[src/rtl/segmax_row_ctrl.sv]
// Row-wide segmented running-max sequencer feeding the softmax subtract stage.
// Splits each 16-lane int8 beat into 2/4/8 segments and tracks per-segment max.
module segmax_row_ctrl #(
  parameter int LANES = 16,
  parameter int DW    = 8,
  parameter int LEN_W = 8
) (
  input  logic               i_clk,
  input  logic               i_rst,
  input  logic               i_start,
  input  logic [1:0]         i_cfg_seg,
  input  logic [LEN_W-1:0]   i_cfg_len,
  input  logic               i_in_valid,
  output logic               o_in_ready,
  input  logic [LANES*DW-1:0] i_in_data,
  output logic               o_out_valid,
  input  logic               i_out_ready,
  output logic [8*DW-1:0]    o_out_max,
  output logic [3:0]         o_out_nseg,
  output logic               o_busy
);

  typedef enum logic [1:0] {
    S_IDLE,
    S_ACCUM,
    S_OUT
  } state_t;

  localparam logic [1:0] SEG2 = 2'd0;
  localparam logic [1:0] SEG4 = 2'd1;
  localparam logic [1:0] SEG8 = 2'd2;

  localparam logic signed [DW-1:0] MINV = {1'b1, {(DW-1){1'b0}}};

  state_t r_state;
  state_t w_next;

  logic [1:0]       r_seg;
  logic [LEN_W-1:0] r_len;
  logic [LEN_W-1:0] r_cnt;
  logic [8*DW-1:0]  r_out_max;
  logic [3:0]       r_out_nseg;

  logic signed [DW-1:0] r_max  [8];
  logic signed [DW-1:0] w_lane [LANES];
  logic signed [DW-1:0] w_l1   [8];
  logic signed [DW-1:0] w_l2   [4];
  logic signed [DW-1:0] w_l3   [2];
  logic signed [DW-1:0] w_seg  [8];
  logic signed [DW-1:0] w_new  [8];

  logic            w_accept;
  logic            w_last;
  logic            w_start;
  logic [3:0]      w_nseg;
  logic [8*DW-1:0] w_out;

  // Ties keep the earlier operand; the value is the same either way.
  function automatic logic signed [DW-1:0] smax(
    input logic signed [DW-1:0] a,
    input logic signed [DW-1:0] b
  );
    return (b > a) ? b : a;
  endfunction

  always_comb begin
    for (int i = 0; i < LANES; i++) begin
      w_lane[i] = i_in_data[DW*i +: DW];
    end
    for (int j = 0; j < 8; j++) begin
      w_l1[j] = smax(w_lane[2*j], w_lane[2*j+1]);
    end
    for (int j = 0; j < 4; j++) begin
      w_l2[j] = smax(w_l1[2*j], w_l1[2*j+1]);
    end
    for (int j = 0; j < 2; j++) begin
      w_l3[j] = smax(w_l2[2*j], w_l2[2*j+1]);
    end
  end

  // Unused segment slots see the preset value so they never move.
  always_comb begin
    for (int k = 0; k < 8; k++) begin
      w_seg[k] = MINV;
    end
    unique case (r_seg)
      SEG8: begin
        for (int k = 0; k < 8; k++) begin
          w_seg[k] = w_l1[k];
        end
      end
      SEG4: begin
        for (int k = 0; k < 4; k++) begin
          w_seg[k] = w_l2[k];
        end
      end
      default: begin
        for (int k = 0; k < 2; k++) begin
          w_seg[k] = w_l3[k];
        end
      end
    endcase
  end

  always_comb begin
    unique case (r_seg)
      SEG8:    w_nseg = 4'd8;
      SEG4:    w_nseg = 4'd4;
      default: w_nseg = 4'd2;
    endcase
  end

  always_comb begin
    w_out = '0;
    for (int k = 0; k < 8; k++) begin
      w_new[k] = smax(r_max[k], w_seg[k]);
      if (4'(k) < w_nseg) begin
        w_out[DW*k +: DW] = w_new[k];
      end
    end
  end

  assign w_start  = (r_state == S_IDLE) && i_start;
  assign w_accept = (r_state == S_ACCUM) && i_in_valid;
  assign w_last   = w_accept &&
                    (r_cnt == r_len - LEN_W'(1));

  always_ff @(posedge i_clk) begin
    if (i_rst) begin
      r_state <= S_IDLE;
    end else begin
      r_state <= w_next;
    end
  end

  always_comb begin
    w_next      = r_state;
    o_in_ready  = 1'b0;
    o_out_valid = 1'b0;
    o_busy      = 1'b0;
    unique case (r_state)
      S_IDLE: begin
        if (i_start) begin
          w_next = S_ACCUM;
        end
      end
      S_ACCUM: begin
        o_in_ready = 1'b1;
        o_busy     = 1'b1;
        if (w_last) begin
          w_next = S_OUT;
        end
      end
      S_OUT: begin
        o_out_valid = 1'b1;
        o_busy      = 1'b1;
        if (i_out_ready) begin
          w_next = S_IDLE;
        end
      end
      default: begin
        w_next = S_IDLE;
      end
    endcase
  end

  always_ff @(posedge i_clk) begin
    if (i_rst) begin
      r_seg      <= SEG2;
      r_len      <= LEN_W'(1);
      r_cnt      <= '0;
      r_out_max  <= '0;
      r_out_nseg <= '0;
      for (int k = 0; k < 8; k++) begin
        r_max[k] <= MINV;
      end
    end else begin
      if (w_start) begin
        r_seg <= (i_cfg_seg == 2'd3) ? SEG2 : i_cfg_seg;
        r_len <= (i_cfg_len == '0) ? LEN_W'(1) : i_cfg_len;
        r_cnt <= '0;
        for (int k = 0; k < 8; k++) begin
          r_max[k] <= MINV;
        end
      end
      if (w_accept) begin
        r_cnt <= w_last ? '0 : r_cnt + LEN_W'(1);
        for (int k = 0; k < 8; k++) begin
          r_max[k] <= w_new[k];
        end
      end
      // Result snapshot includes the final beat; held until the next row ends.
      if (w_last) begin
        r_out_max  <= w_out;
        r_out_nseg <= w_nseg;
      end
    end
  end

  assign o_out_max  = r_out_max;
  assign o_out_nseg = r_out_nseg;

endmodule

[config.mk]
export PLATFORM = sky130hd
export DESIGN_NAME = segmax_row_ctrl
export DESIGN_NICKNAME = d
export VERILOG_FILES = /design/src/rtl/segmax_row_ctrl.sv
export SDC_FILE = /design/constraint.sdc
export NUM_CORES = 1
export LEC_CHECK = 0
export BUFFER_PORTS_ARGS = -buffer_cell sky130_fd_sc_hd__buf_2
export CAP_MARGIN = 10
export CORE_MARGIN = 2
export CORE_UTILIZATION = 59
export DETAILED_ROUTE_END_ITERATION = 10
export HOLD_SLACK_MARGIN = 0.08
export PLACE_DENSITY = 0.8
export SLEW_MARGIN = 30
export SYNTH_ARGS = -nofsm -noshare
export SYNTH_HDL_FRONTEND = slang
export SYNTH_SLANG_ARGS = --single-unit
[constraint.sdc]
create_clock -name i_clk -period 9.5 [get_ports i_clk]
set_clock_uncertainty 0.15 [all_clocks]
set_input_delay 0.475 -clock i_clk [delete_from_list [all_inputs] [get_ports i_clk]]
set_output_delay 0.475 -clock i_clk [all_outputs]
set_load 0.03 [all_outputs]
==> results.yml <==
run:
  maxCapViolations: 0
timing:
  fin_crit_ns: 8.694
  final.setup.worst_slack_ns: 0.8065
  finalHoldViolCount: 0
  rsz0062_at_grt: "no"
  setup_tns_ns: 0
  clock.fmax_ghz: 0.1150
  worstMarginPinSlew_ns: 1.039
  maxSlewViolCount: 0
  layout_worst_path_cycle_share_pct: 91.51
  fin_hold_ws_ns: 0.1398
  setup_violations: 0
  slew_headroom_pct: 30.71
cts:
  clock_path_buffers: 2
  clk_latency_ns: 0.43
  cts_max_level: 4
  clock-sinks: 151
  cts_buffers: 17
  clk_pin_slew_ns: 0.06
  root_buffer: "clkbuf_16"
  ctsHoldBuffers: 0
  cts_tree: "yes"
  cts_setup_buffers: 0
detailed_routing:
  vias_per_cell: 6.105
  drt_pass1_iterations: 5
  drt_iter0_drc: 892
  ant_nets: 0
  routed_wl_um: 37620
  drcViolationCount: 0
  wl_per_cell_um: 17.71
  via_count: 12970
layout:
  multiInputGateArea_sq_mm: 0.008875
  num_antenna_cells: 0
  final_area_sq_mm: 0.01540
  fillers: 1818
  nets: 2146
  mostFrequentLayoutCell: "nor2_1"
  regArea_sq_mm: 0.003583
  drive_above_1_share_pct: 17.73
  final_cell_mix: "nor2_1, buf_2, inv_1"
  syn2layout_area_growth_pct: 14.83
floorplan:
  die_w_um: 154.8
  core-area_sq_mm: 0.02250
  io_pins: 214
  die_h_um: 154.8
  start_util_pct: 59.59
  die-area_sq_mm: 0.02395
  row_count: 55
critical_path:
  path_max_fanout: 12
  critPathTopFamily: "compound AO/OA/AOI/OAI gates"
  worst-path-buf-inv: 7
  slowest_stage: "a221o_1"
  critPathArrivalTime_ns: 8.71
  cpPeakStageDelay_ns: 0.48
  required_ns: 9.51
  path_class: "primary input to flip-flop"
  critPathCaptureType: "flip-flop"
  startpoint_type: "primary input"
worst_hold_path:
  hold_path.class: "primary input to flip-flop"
power_and_ir_drop:
  p_int_w: 0.001786
  p_per_area_mw_per_mm2: 198.6
  p_sw_w: 0.001272
  pwr-share-clk_pct: 23.8
  pwr-share-comb_pct: 52.1
  p_leak_nw: 7.392
  p_seq_share_pct: 24.1
  switching_share_pct: 41.59
  peakVddDrop_mv: 0.1506
placement:
  post-place-ws_ns: 0.3301
  hpwl_um: 28750
  gp_congestion: 0.9686
  port_buffers: 212
  dpl-instance-area_sq_mm: 0.01473
synth:
  syn_inst: 1639
  synth.top_cell.area_share_pct: 16.51
  syn_area_per_cell_sq_um: 8.182
  syn_nets: 1959
  syn_area_sq_mm: 0.01341
  synth_edf_count: 56
  yosys_warnings: 0
  ys_ff_latch: 151
  synth_cell_types: 90
  seq_area_frac_synth_pct: 26.72
  synth_largest_area_cell: "ha_1"
  async_reset_ff_share_pct: 0
  ys_top_cells_by_area: "ha_1, dfxtp_1, edfxtp_1"
  synth_ff_type: "dfxtp_1"
grt:
  antenna_found_initial: 0
  grt_max_degree: 65
  grt_pass1_wl_um: 60320
  grt_usage_pct: 30.84
  overflow: 0
  first_global_vias: 12380
run_status:
  status: "finished clean"
## power groups by stage
stage	Sequential, W	Clock, W	Combinational (W)
after floorplan	0.000751	0	0.00115
after global placement	0.000748	0	0.00151
after detailed placement	0.000750	0	0.00155
after CTS	0.000737	0.000728	0.00156
after global routing	0.000742	0.000753	0.00176
final	0.000737	0.000727	0.00159
## synth_stat cells, types with 16 or more instances
| cell | n |
|---|---|
| nand2_1 | 76 |
| dfxtp_1 | 95 |
| mux2_2 | 18 |
| nand2b_1 | 22 |
| clkbuf_1 | 56 |
| nand4_1 | 29 |
| nor2_1 | 215 |
| edfxtp_1 | 56 |
| o211ai_1 | 32 |
| a2bb2oi_1 | 35 |
| nor2b_1 | 34 |
| mux2i_1 | 91 |
| nor3_1 | 22 |
| ha_1 | 177 |
| o21a_1 | 25 |
| nand3_1 | 46 |
| a22oi_1 | 16 |
| inv_1 | 196 |
| a21oi_1 | 102 |
| o21ai_0 | 87 |
| and2_1 | 21 |
## cell families after synthesis
group | count (synthesis) | synth area share [%]
simple gates | 500 | 17.69
flops | 151 | 26.72
fa+ha+maj | 179 | 16.66
compound gates | 418 | 21.57
xor+xnor | 16 | 1.045
mux | 114 | 8.966
other cells | 1 | 0.02796
buf+inv | 260 | 7.315
## layout make-up
type,instances,share of cell area [%]
Multi-Input combinational cell,1228,57.63
Sequential cell,151,23.27
Timing Repair Buffer,229,7.703
Inverter,199,4.851
Clock buffer,25,3.843
Tap cell,285,2.316
Clock inverter,7,0.3819
## metal layers
metal  vias up  track usage (%)  routed length (um)
met5         -                0                   0
met4         0            11.07                 978
met3        73            4.847                2639
met2       522            51.66               17450
met1      6117            40.42               16550
li1       6254                -                   -
## per-stage QoR
step           total power, W  std cells  utilization [%]
6_report             0.003058       2124            68.43
2_1_floorplan        0.001899       1639                -
3_3_place_gp         0.002261       2091            65.44
5_1_grt              0.003250       2124            68.43
4_1_cts              0.003030       2123            68.33
3_5_place_dp         0.002302       2091            65.44
## state kept, by name, indices dropped and copies added, names as in the netlist
signal      cells
r_max          64
o_out_max      64
r_cnt           8
r_seg           2
o_out_nseg      3
r_state         2
r_len           8
## worst paths after layout
path / start / end / slack (ns) / cells after the start
setup / recovery: i_in_data[81] / r_max[0][10]$_SDFFCE_PN0P_ / 0.81 / 43
hold / removal: i_cfg_len[4] / r_len[4]$_SDFFE_PP0P_ / 0.14 / 3
setup reg to reg: r_seg[0]$_SDFFE_PP0P_ / r_max[0][3]$_SDFFE_PP0P_ / 4.66 / 20
hold reg to reg: o_out_nseg[3]$_SDFFE_PP0P_ / o_out_nseg[3]$_SDFFE_PP0P_ / 0.32 / 2
## worst reg2reg max path: stages (launching register included)
cell	delay (ns)
dfxtp_1	0.36
inv_1	0.06
ha_1	0.27
buf_4	0.39
inv_1	0.34
nand2_1	0.29
nor2b_1	0.10
or3_4	0.38
ha_1	0.30
nor2b_1	0.14
o21a_1	0.13
o21a_1	0.11
o21a_1	0.11
o21a_1	0.10
o21ai_0	0.06
a21oi_1	0.18
a21oi_1	0.09
buf_4	0.17
nor2_1	0.57
mux2_2	0.41
nor2_1	0.09
## what timing repair did
action | 4_1_cts | 5_1_grt
gates resized for setup | 0 | 1
setup endpoints to repair | 0 | 4
hold endpoints to repair | 0 | 0
(Power assumes the default switching activity.)
